### src/rtl/kc705_eth_frame_pkg.sv
// kc705_eth_frame_pkg: state encoding, field lengths and MAC defaults for the RGMII TX frame encoder
package kc705_eth_frame_pkg;
  typedef enum logic [2:0] {IDLE, HEADER, SIZE, COUNTER, DATA, DRAIN, GAP} tx_state_t;
  localparam int HDR_LEN_NOVLAN = 12;
  localparam int HDR_LEN_VLAN = 16;
  localparam int SIZE_LEN = 2;
  localparam int CTR_LEN = 2;
  localparam logic [15:0] VLAN_TPID = 16'h8100;
  localparam logic [47:0] DEF_DEST_ADDR = 48'hda0102030405;
  localparam logic [47:0] DEF_SRC_ADDR = 48'h5a0102030405;
endpackage

### src/rtl/kc705_axis_byte_reg_slice.sv
// kc705_axis_byte_reg_slice: registered 8-bit data+last AXI-Stream stage; ports in_* (upstream beat, in_ready), out_* (registered beat, out_ready)
module kc705_axis_byte_reg_slice (
  input  logic       axi_tclk,
  input  logic       axi_tresetn,
  input  logic       in_valid,
  input  logic [7:0] in_data,
  input  logic       in_last,
  output logic       in_ready,
  output logic [7:0] out_data,
  output logic       out_last,
  output logic       out_valid,
  input  logic       out_ready
);
  assign in_ready = !out_valid | out_ready;
  always_ff @(posedge axi_tclk or negedge axi_tresetn)
    if (!axi_tresetn) begin
      out_valid <= 1'b0;
      out_data <= 8'h00;
      out_last <= 1'b0;
    end else if (in_ready) begin
      out_valid <= in_valid;
      if (in_valid) begin
        out_data <= in_data;
        out_last <= in_last;
      end
    end
endmodule

### src/rtl/kc705_ethernet_rgmii_axi_tx_encoder.sv
// kc705_ethernet_rgmii_axi_tx_encoder: builds dest/src/size/counter/payload frames onto the MAC TX AXI-Stream; ports: descriptor (desc_*), payload in (s_axis_*), frame out (tx_axis_*), status (frame_count, len_err, busy); TX_ENCODER_VLAN_EN inserts an 802.1Q tag
module kc705_ethernet_rgmii_axi_tx_encoder
  import kc705_eth_frame_pkg::*;
#(
  parameter logic [47:0] DEST_ADDR = DEF_DEST_ADDR,
  parameter logic [47:0] SRC_ADDR = DEF_SRC_ADDR,
  parameter logic [15:0] MAX_PAYLOAD = 16'd1024,
  parameter int GAP_CYCLES = 12
) (
  input  logic        axi_tclk,
  input  logic        axi_tresetn,
  input  logic        enable_tx_encode,
  input  logic [15:0] desc_len,
  input  logic        desc_valid,
  output logic        desc_ready,
  input  logic [7:0]  s_axis_tdata,
  input  logic        s_axis_tvalid,
  input  logic        s_axis_tlast,
  output logic        s_axis_tready,
  output logic [7:0]  tx_axis_tdata,
  output logic        tx_axis_tvalid,
  output logic        tx_axis_tlast,
  input  logic        tx_axis_tready,
  output logic [15:0] frame_count,
  output logic        len_err,
  output logic        busy
);
`ifdef TX_ENCODER_VLAN_EN
  localparam logic [11:0] VLAN_ID = 12'd2;
  localparam logic [2:0] VLAN_PRIORITY = 3'd2;
  localparam int HDR_LEN = HDR_LEN_VLAN;
  localparam logic [8*HDR_LEN-1:0] HDR = {DEST_ADDR, SRC_ADDR, VLAN_TPID, VLAN_PRIORITY, 1'b0, VLAN_ID};
`else
  localparam int HDR_LEN = HDR_LEN_NOVLAN;
  localparam logic [8*HDR_LEN-1:0] HDR = {DEST_ADDR, SRC_ADDR};
`endif
  tx_state_t state, state_nx;
  logic [3:0] idx;
  logic [15:0] len, byte_cnt, frame_cnt;
  logic [7:0] gap_cnt, hdr_byte, emit_data;
  logic padding, slot_ready, emit, emit_last;
  logic field_end, data_last, desc_fire, hdr_fire, data_fire, drain_fire;
  assign hdr_byte = 8'(HDR >> (8 * (HDR_LEN - 1 - int'(idx))));
  assign field_end = idx == (state == HEADER ? 4'(HDR_LEN - 1) : state == COUNTER ? 4'(CTR_LEN - 1) : 4'(SIZE_LEN - 1));
  assign data_last = byte_cnt == len - 16'd1;
  assign desc_fire = desc_ready & desc_valid;
  assign hdr_fire = emit & (state != DATA);
  assign data_fire = emit & (state == DATA);
  assign drain_fire = (state == DRAIN) & s_axis_tvalid;
  assign busy = state != IDLE;
  assign frame_count = frame_cnt;
  always_ff @(posedge axi_tclk or negedge axi_tresetn)
    if (!axi_tresetn) state <= IDLE;
    else state <= state_nx;
  always_comb begin
    state_nx = state;
    case (state)
      IDLE:    state_nx = desc_fire ? HEADER : IDLE;
      HEADER:  state_nx = hdr_fire & field_end ? SIZE : HEADER;
      SIZE:    state_nx = hdr_fire & field_end ? COUNTER : SIZE;
      COUNTER: state_nx = hdr_fire & field_end ? (len == 16'd0 ? GAP : DATA) : COUNTER;
      DATA:    state_nx = data_fire & data_last ? (padding | s_axis_tlast ? GAP : DRAIN) : DATA;
      DRAIN:   state_nx = drain_fire & s_axis_tlast ? GAP : DRAIN;
      GAP:     state_nx = !tx_axis_tvalid & (gap_cnt == 8'(GAP_CYCLES - 1)) ? IDLE : GAP;
      default: state_nx = IDLE;
    endcase
  end
  // desc_ready is gated by reset so it falls with the asynchronous reset, not a clock edge
  always_comb begin
    desc_ready = (state == IDLE) & enable_tx_encode & axi_tresetn;
    s_axis_tready = ((state == DATA) & !padding & slot_ready) | (state == DRAIN);
    emit = 1'b0;
    emit_data = 8'h00;
    emit_last = 1'b0;
    case (state)
      HEADER: begin
        emit = slot_ready;
        emit_data = hdr_byte;
      end
      SIZE: begin
        emit = slot_ready;
        emit_data = idx[0] ? len[15:8] : len[7:0];
      end
      COUNTER: begin
        emit = slot_ready;
        emit_data = idx[0] ? frame_cnt[15:8] : frame_cnt[7:0];
        emit_last = idx[0] & (len == 16'd0);
      end
      DATA: begin
        emit = slot_ready & (padding | s_axis_tvalid);
        emit_data = padding ? 8'h00 : s_axis_tdata;
        emit_last = data_last;
      end
      default: emit = 1'b0;
    endcase
  end
  // gap only counts once the last byte has left the output register
  always_ff @(posedge axi_tclk or negedge axi_tresetn)
    if (!axi_tresetn) begin
      idx <= 4'd0;
      len <= 16'd0;
      byte_cnt <= 16'd0;
      padding <= 1'b0;
      len_err <= 1'b0;
      gap_cnt <= 8'd0;
      frame_cnt <= 16'd0;
    end else begin
      if (desc_fire) begin
        len <= desc_len > MAX_PAYLOAD ? MAX_PAYLOAD : desc_len;
        byte_cnt <= 16'd0;
        padding <= 1'b0;
        idx <= 4'd0;
      end
      if (hdr_fire) idx <= field_end ? 4'd0 : idx + 4'd1;
      if (data_fire) byte_cnt <= byte_cnt + 16'd1;
      if (data_fire & !padding & s_axis_tlast & !data_last) padding <= 1'b1;
      if ((desc_fire & (desc_len > MAX_PAYLOAD)) | (data_fire & !padding & (s_axis_tlast != data_last))) len_err <= 1'b1;
      gap_cnt <= state != GAP ? 8'd0 : !tx_axis_tvalid ? gap_cnt + 8'd1 : gap_cnt;
      if (tx_axis_tvalid & tx_axis_tready & tx_axis_tlast) frame_cnt <= frame_cnt + 16'd1;
    end
  kc705_axis_byte_reg_slice u_slice (
    .axi_tclk    (axi_tclk),
    .axi_tresetn (axi_tresetn),
    .in_valid    (emit),
    .in_data     (emit_data),
    .in_last     (emit_last),
    .in_ready    (slot_ready),
    .out_data    (tx_axis_tdata),
    .out_last    (tx_axis_tlast),
    .out_valid   (tx_axis_tvalid),
    .out_ready   (tx_axis_tready)
  );
endmodule

### config.mk
export PLATFORM = sky130hd
export DESIGN_NAME = kc705_ethernet_rgmii_axi_tx_encoder
export DESIGN_NICKNAME = d
export VERILOG_FILES = /design/src/rtl/kc705_eth_frame_pkg.sv /design/src/rtl/kc705_axis_byte_reg_slice.sv /design/src/rtl/kc705_ethernet_rgmii_axi_tx_encoder.sv
export SDC_FILE = /design/constraint.sdc
export NUM_CORES = 1
export LEC_CHECK = 0
export CORE_MARGIN = 8
export CORE_UTILIZATION = 55
export CTS_BUF_LIST = sky130_fd_sc_hd__clkbuf_4 sky130_fd_sc_hd__clkbuf_8 sky130_fd_sc_hd__clkbuf_16
export DETAILED_ROUTE_END_ITERATION = 16
export PLACE_DENSITY = 0.91
export SLEW_MARGIN = 40
export SYNTH_ARGS = -nofsm -noshare
export SYNTH_HDL_FRONTEND = slang
export SYNTH_SLANG_ARGS = --single-unit
### constraint.sdc
create_clock -name axi_tclk -period 5.67 [get_ports axi_tclk]
set_input_delay 0.8505 -clock axi_tclk [delete_from_list [all_inputs] [get_ports axi_tclk]]
set_output_delay 0.8505 -clock axi_tclk [all_outputs]
set_load 0.005 [all_outputs]
==> results of run 1 <==
==> flip-flops by register name (all words and copies together) (netlist names) <==
signal             flops
u_slice.out_last       1
padding                1
len_err                1
len                   16
gap_cnt                8
u_slice.out_data       8
state                  3
u_slice.out_valid      1
idx                    4
byte_cnt              16
frame_count           16
==> per-stage QoR <==
step	util (%)	setup WS, ns	std cells	hold slack, ns
after global placement	65.29	2.491	621	0.4632
after floorplan	-	3.134	482	0.4649
final	68.27	2.490	637	0.4790
after CTS	68.17	2.497	637	0.4818
after global routing	68.27	2.408	637	0.5022
after detailed placement	65.37	2.501	621	0.4666
==> path summary, 6_finish.rpt <==
path | endpoint | depth (start not counted)
worst max-delay path | s_axis_tready | 5
worst min-delay path | u_slice.out_data[3] | 1
worst max register to register | byte_cnt[15] | 7
worst min register to register | u_slice.out_data[3] | 1
max in group asynchronous | idx[0] | 2
min in group asynchronous | frame_count[2] | 2
==> synthesized netlist by cell type, types with 3 or more instances <==
master and instances:
dfrtp_1 75, nand2_1 72, nor2_1 31, mux2i_1 29
xor2_1 24, a21oi_1 23, o21ai_0 22, clkbuf_1 19
xnor2_1 19, nand3_1 17, and3_1 13, nor3_1 13
inv_1 9, and2_1 8, nand4_1 8, o22ai_1 8
ha_1 6, o31ai_1 6, nand3b_1 5, a21o_1 4
a221oi_1 4, nor4_1 4, or3_1 4, a211oi_1 3
a22o_1 3, and4_1 3, nand2b_1 3, nor2b_1 3
nor3b_1 3, or4_1 3
==> power groups by stage <==
stage | Sequential (mW) | Clock (mW) | Combinational, mW
after detailed placement | 0.852 | 0 | 0.795
after CTS | 0.840 | 0.443 | 0.800
final | 0.849 | 0.440 | 0.807
after global routing | 0.864 | 0.469 | 0.898
after floorplan | 0.724 | 0 | 0.668
after global placement | 0.839 | 0 | 0.756
==> area by class of cell <==
cell class	instances	area, µm²	share of cell area, %
Tap cell	102	127.6	2.407
Multi-Input combinational cell	374	2439	45.99
Clock inverter	3	45.04	0.8495
Timing Repair Buffer	61	606.8	11.44
Sequential cell	75	1878	35.42
Inverter	9	33.78	0.6371
Clock buffer	13	172.7	3.256
==> per-layer routing <==
layer	share of wire, %	global-route usage (%)	up-vias	wire length, µm
met4	2.4	8.744	0	270
met3	6.9	3.925	30	783
met2	46	32.39	169	5253
li1	-	-	1814	-
met5	0	0	-	0
met1	44	26.46	1851	4994
==> cells by family after synthesis <==
kind of cell	synth area share (%)
xor+xnor	8.472
mux	6.783
simple gates	24.68
compound gates	13.03
flops	42.22
fa+ha+maj	1.689
buf+inv	3.124
==> results.yml, run 1 <==
power:
  p_clk_share_pct: 21.0
  intPower_mw: 1.263
  power_switching_mw: 0.8340
  power.total_mw: 2.097
  seq_power_share_pct: 40.5
  p_per_area_nw_per_um2: 395.4
  peakVddDrop_mv: 0.1681
  p_leak_nw: 2.348
  power_frac_comb_pct: 38.5
  swShare_pct: 39.77
clock_network:
  tritoncts: "yes"
  cts-root-buf: "clkbuf_8"
  cts_buffer_depth: 2
  clkTransAtPathRegs_ns: 0.07
  numCtsBuffers: 9
  hold_buffers: 0
  cts.repair.resized: 0
  postCtsSetupRepairBufs: 0
  insertion_delay_ns: 0.35
  cts_sinks: 75
  h-tree-depth: 3
timing:
  rsz0062_at_grt: "no"
  fin_worst_skew_ns: 0.009686
  worst_slew_pin_slew_ns: 0.7560
  final_hold_viol_count: 0
  min_period_ns: 3.180
  timing.setup.tns_ns: 0
  setup_viol: 0
  fmax_mhz: 314.5
  min_period_over_period_pct: 56.08
  max_slew_margin_pct: 49.57
  slew_viol_final: 0
cells_and_area:
  drive_gt1_share_pct: 5.794
  nets: 567
  fin_area_um2: 5303
  diodes: 0
  final_common_cell: "dfrtp_1"
  fill_cells: 597
  final_cell_mix: "74 x dfrtp_1, 71 x nand2_1, 59 x clkdlybuf4s50_1"
  area_growth_pct: 19.28
setup_path:
  startpoint_type: "input pin"
  worst_path_max_delay_cell: "clkdlybuf4s50_1"
  cpMostUsedCell: "clkdlybuf4s50_1"
  critPathArrivalTime_ns: 2.33
  worst-path-max-fanout: 7
  cp_slowest_stage_delay_ns: 0.44
  crit_buf_inv: 2
  crit_family: "buffers and inverters"
  cp.required_ns: 4.82
  rrSetupSlack_ns: 2.67
  crit_path_end_kind: "output port"
  critical_path_class: "in -> out"
  startpoint: "tx_axis_tready"
  crit_chain: "clkdlybuf4s50_1 > nor2b_1 > nor2_1 > o211a_1 > clkdlybuf4s50_1"
  r2r-start: "state[2]"
drt:
  routed-via-count: 3864
  wirelength_um: 11300
  first_pass_iters: 6
  wl_per_cell_um: 17.74
  drt-initial-drc-count: 393
  drc: 0
  vias_per_cell: 6.066
  ant_nets: 0
min_path:
  hp-start: "u_slice.out_data[3]"
  hold_path.class: "reg -> reg"
grt:
  grt-ovfl-total: 0
  antenna_found_initial: 0
  grt_pass1_vias: 3819
  grt_pass1_wl_um: 18840
  grt_use_total_pct: 20.34
  grt_max_degree: 76
flow_run:
  drv_cap: 0
synth:
  async_reset_ff_share_pct: 100.0
  syn_nets: 519
  syn_area_per_cell_um2: 9.223
  synth_warnings: 0
  synth_edf_count: 0
  syn-instance-count: 482
  synth-seq-cells: 75
  yosys-top-cells-area: "dfrtp_1 42%, mux2i_1 6.5%, nand2_1 6.1%, xor2_1 4.7%, xnor2_1 3.7%"
  synth_area_um2: 4446
  synth.distinct_cells: 63
  ys_seq_area_share_pct: 42.22
  synth_flop_cell: "dfrtp_1"
  yosysTopAreaCell: "dfrtp_1"
  synth_top_area_share_pct: 42.22
floorplan:
  num_rows: 32
  die_area_um2: 11220
  die_width_um: 105.9
  ios: 61
  initial_core_util_pct: 57.23
  coreArea_um2: 7767
  die_y_um: 105.9
placement:
  gp_congestion: 0.9064
  dp_hpwl_um: 8299
  port_buffers: 60
  dpl_cell_area_um2: 5077
status:
  status: "completed"
Power figures use the tool's default switching activity.
==> run 2: changes to the inputs <==
==> constraint.sdc (replaced) <==
create_clock -name axi_tclk -period 3.1 [get_ports axi_tclk]
set_input_delay 0.465 -clock axi_tclk [delete_from_list [all_inputs] [get_ports axi_tclk]]
set_output_delay 0.465 -clock axi_tclk [all_outputs]
set_load 0.005 [all_outputs]
==> results.yml, run 2 (synthesis results as in run 1) <==
timing:
  hold_slack_ns: 0.2417
  setup_viol: 0
  worst_slew_pin_slew_ns: 0.6548
  final_hold_viol_count: 0
  timing.setup.tns_ns: 0
  max_slew_margin_pct: 56.34
  min_period_ns: 2.854
  min_period_over_period_pct: 92.07
  slew_viol_final: 0
  fmax_mhz: 350.4
  fin_worst_skew_ns: 0.01115
  rsz0062_at_grt: "no"
cells_and_area:
  fill_cells: 586
  nets: 575
  multi_input_area_um2: 2430
  final_common_cell: "dfrtp_1"
  area_growth_pct: 21.14
  final_cell_mix: "75 x dfrtp_1, 72 x nand2_1, 59 x clkdlybuf4s50_1"
  fin_util_pct: 69.33
  diodes: 0
  drive_gt1_share_pct: 6.630
  seq_area_um2: 1877
  final_cells: 645
grt:
  gr-max-usage-layer: "met2"
  met1_usage_pct: 25.83
  grt_max_degree: 76
  grt-ovfl-total: 0
  grt_use_total_pct: 20.42
  antenna_found_initial: 0
  met3_usage_pct: 4.167
  grt_pass1_wl_um: 18770
  grt_pass1_vias: 3814
  use_met2_pct: 33.11
placement:
  dp_hpwl_um: 8420
  gp_congestion: 0.9423
  port_buffers: 60
  place_inst: 629
drt:
  first_pass_iters: 5
  drc: 0
  wirelength_um: 11480
  wl_per_cell_um: 17.80
  ant_nets: 0
  vias_per_cell: 6.076
  routed-via-count: 3919
  drt-initial-drc-count: 354
clock_network:
  tritoncts: "yes"
  cts_sinks: 75
  cts-root-buf: "clkbuf_8"
  insertion_delay_ns: 0.35
  hold_buffers: 0
  clkTransAtPathRegs_ns: 0.08
  h-tree-depth: 3
  numCtsBuffers: 9
  cts.repair.resized: 0
  cts_buffer_depth: 2
  postCtsSetupRepairBufs: 0
setup_path:
  startpoint_type: "flop"
  r2r_cells: 9
  r2r-start: "len[0]"
  crit_path_end_kind: "flop"
  rrSetupSlack_ns: 0.25
  cp.required_ns: 3.36
  rr_endpoint: "state[0]"
  worst-path-max-fanout: 8
  critical_path_class: "reg -> reg"
  critPathArrivalTime_ns: 3.12
power:
  seq_power_share_pct: 36.8
  p_leak_nw: 2.407
  swShare_pct: 38.57
  power_switching_mw: 1.551
  p_clk_share_pct: 23.2
  peakVddDrop_mv: 0.3545
  power_frac_comb_pct: 40.1
  intPower_mw: 2.471
  p_per_area_nw_per_um2: 746.9
floorplan:
  die_width_um: 105.9
  die_area_um2: 11220
  ios: 61
  initial_core_util_pct: 57.23
  die_y_um: 105.9
  coreArea_um2: 7767
  num_rows: 32
status:
  status: "completed"
min_path:
  hold_path.class: "in -> async"
flow_run:
  drv_cap: 0
-- run 2: power groups by stage --
stage               registers, mW  clock network (mW)  logic [mW]
floorplan                    1.32                   0        1.22
detailed placement           1.48                   0        1.57
CTS                          1.47               0.940        1.60
global route                 1.51               0.976        1.76
global placement             1.46                   0        1.51
finish                       1.48               0.932        1.61
-- run 2: layout make-up --
| cell class | instances | share of cell area (%) |
|---|---|---|
| inverters | 9 | 0.6273 |
| well taps | 102 | 2.370 |
| multi-input cells | 374 | 45.12 |
| clock inverters | 4 | 1.812 |
| clock buffers | 12 | 2.835 |
| repair buffers | 69 | 12.38 |
| flip-flops and latches | 75 | 34.85 |
-- run 2: how the worst max path moves through the flow --
| stage | startpoint | endpoint | slack (ns) |
|---|---|---|---|
| after floorplan | len[0] | state[0] | 0.56 |
| after global placement | len[0] | state[0] | 0.40 |
| after detailed placement | len[0] | state[0] | 0.29 |
| after CTS | len[0] | state[0] | 0.27 |
| after global routing | len[0] | state[0] | 0.11 |
| final | len[0] | state[0] | 0.25 |
-- run 2: stage by stage --
stage	area, µm²	power (mW)	setup WS [ns]
floorplan	4446	2.547	0.5635
global placement	5131	2.968	0.4033
detailed placement	5135	3.053	0.2894
CTS	5385	4.001	0.2727
global route	5385	4.244	0.1087
finish	5385	4.022	0.2459
-- run 2: critical path: stages, from the launching register on --
cell,delay (ns)
dfrtp_1,0.45
inv_1,0.09
ha_1,0.25
nor4b_4,0.43
and3_1,0.23
o31ai_1,0.11
a2111oi_4,0.32
o21ai_2,0.13
or4_4,0.56
o31ai_1,0.20
-- run 2: routing by layer --
metal	part of all wire, %	wire, µm
met5	0	0
met4	2.4	277
met3	6.6	757
met2	48	5467
met1	43	4981
==> run 3: changes to the inputs <==
--- a/config.mk
+++ b/config.mk
@@ -9,6 +9,7 @@
 export CORE_UTILIZATION = 55
 export CTS_BUF_LIST = sky130_fd_sc_hd__clkbuf_4 sky130_fd_sc_hd__clkbuf_8 sky130_fd_sc_hd__clkbuf_16
 export DETAILED_ROUTE_END_ITERATION = 16
+export MAX_ROUTING_LAYER = met4
 export PLACE_DENSITY = 0.91
 export SLEW_MARGIN = 40
 export SYNTH_ARGS = -nofsm -noshare
==> results.yml, run 3 (synthesis results as in run 1) <==
setup_path:
  cpMostUsedCell: "o31ai_1"
  crit_family: "simple AND/OR/NAND/NOR gates"
  worst-path-max-fanout: 8
  cp_slowest_stage_delay_ns: 0.57
  startpoint_type: "flop"
  worst_path_max_delay_cell: "or4_4"
  crit_buf_inv: 1
  crit_path_end_kind: "flop"
  critical_path_class: "reg -> reg"
  crit_chain: "inv_1 > ha_1 > nor4b_4 > and3_1 > o31ai_1 > a2111oi_4 > o21ai_2 > or4_4 > o31ai_1"
  critPathArrivalTime_ns: 3.10
  cp.required_ns: 3.37
min_path:
  hold_path.class: "in -> async"
placement:
  gp_congestion: 0.9494
  port_buffers: 60
  place_ws_ns: 0.3126
  dp_hpwl_um: 8332
timing:
  min_period_ns: 2.824
  setup_ws_ns: 0.2756
  timing.setup.tns_ns: 0
  rsz0062_at_grt: "no"
  final_hold_viol_count: 0
  fmax_mhz: 354.1
  max_slew_margin_pct: 55.05
  worst_slew_pin_slew_ns: 0.6681
  setup_viol: 0
  min_period_over_period_pct: 91.11
  slew_viol_final: 0
  fin_worst_skew_ns: 0.01610
cells_and_area:
  final_common_cell: "dfrtp_1"
  nets: 576
  diodes: 0
  final_cell_mix: "75 x dfrtp_1, 72 x nand2_1, 59 x clkdlybuf4s50_1"
  area_growth_pct: 20.88
  drive_gt1_share_pct: 6.801
  fill_cells: 597
clock_network:
  insertion_delay_ns: 0.36
  postCtsSetupRepairBufs: 0
  numCtsBuffers: 9
  cts_buffer_depth: 2
  h-tree-depth: 3
  cts_sinks: 75
  tritoncts: "yes"
  hold_buffers: 0
  cts-root-buf: "clkbuf_8"
  cts.repair.resized: 0
  clkTransAtPathRegs_ns: 0.09
floorplan:
  die_width_um: 105.9
  die_y_um: 105.9
  ios: 61
  die_area_um2: 11220
  num_rows: 32
  initial_core_util_pct: 57.23
  coreArea_um2: 7767
power:
  p_per_area_nw_per_um2: 735.3
  p_leak_nw: 2.403
  peakVddDrop_mv: 0.3537
grt:
  antenna_found_initial: 0
  grt_use_total_pct: 21.12
  grt_pass1_wl_um: 18900
  grt_pass1_vias: 3906
  grt_max_degree: 76
  grt-ovfl-total: 0
drt:
  wirelength_um: 11360
  vias_per_cell: 6.108
  first_pass_iters: 5
  drc: 0
  drt-initial-drc-count: 370
  wl_per_cell_um: 17.59
  ant_nets: 0
  routed-via-count: 3946
status:
  status: "completed"
flow_run:
  drv_cap: 0
-- run 3: layout make-up --
type / count / area (µm²) / share of cell area [%]
multi-input combinational: 374 / 2430 / 45.22
sequential: 75 / 1877 / 34.92
timing repair buffer: 70 / 674.4 / 12.55
clock buffer: 10 / 137.6 / 2.561
tap: 102 / 127.6 / 2.375
clock inverter: 6 / 93.84 / 1.746
inverter: 9 / 33.78 / 0.6286
-- run 3: stage by stage --
| step | utilization (%) | instance area, µm² | cells | hold slack, ns | total power [mW] |
|---|---|---|---|---|---|
| after global routing | 69.18 | 5374 | 646 | 0.2948 | 4.183 |
| after detailed placement | 66.20 | 5142 | 630 | 0.4647 | 3.042 |
| after global placement | 66.16 | 5139 | 630 | 0.4644 | 2.979 |
| after CTS | 69.18 | 5374 | 646 | 0.2492 | 3.929 |
| final | 69.18 | 5374 | 646 | 0.2329 | 3.952 |
| after floorplan | - | 4446 | 482 | 0.1694 | 2.547 |
-- run 3: routing by layer --
layer | track usage, % | up-vias | wire, µm
li1 | - | 1841 | -
met1 | 26.57 | 1881 | 4968
met2 | 32.66 | 190 | 5234
met3 | 3.986 | 34 | 830
met4 | 9.146 | 0 | 331
met5 | - | - | 0
-- run 3: worst paths after layout --
check	start	end	slack, ns	depth (start not counted)
min in group axi_tclk	u_slice.out_data[3]	u_slice.out_data[3]	0.48	1
hold / removal	axi_tresetn	state[1]	0.23	2
setup / recovery	len[0]	state[0]	0.28	9
setup reg to reg	len[0]	state[0]	0.28	9
max in group asynchronous	axi_tresetn	byte_cnt[12]	2.42	2
hold reg to reg	u_slice.out_data[3]	u_slice.out_data[3]	0.48	1
-- run 3: power by group --
group | switching (mW) | internal, mW | total (mW)
clock | 0.392 | 0.484 | 0.875
combinational | 0.869 | 0.755 | 1.62
sequential | 0.303 | 1.15 | 1.45
total | 1.56 | 2.39 | 3.95
-- run 3: worst register-to-register path, delay by kind of cell, from the launching register on --
kind,cells,cell delay [ns]
and+or+nand+nor,3,1.20
buffers and inverters,1,0.09
AOI/OAI and AO/OA,4,0.75
DFF,1,0.45
adders and majority gates,1,0.24
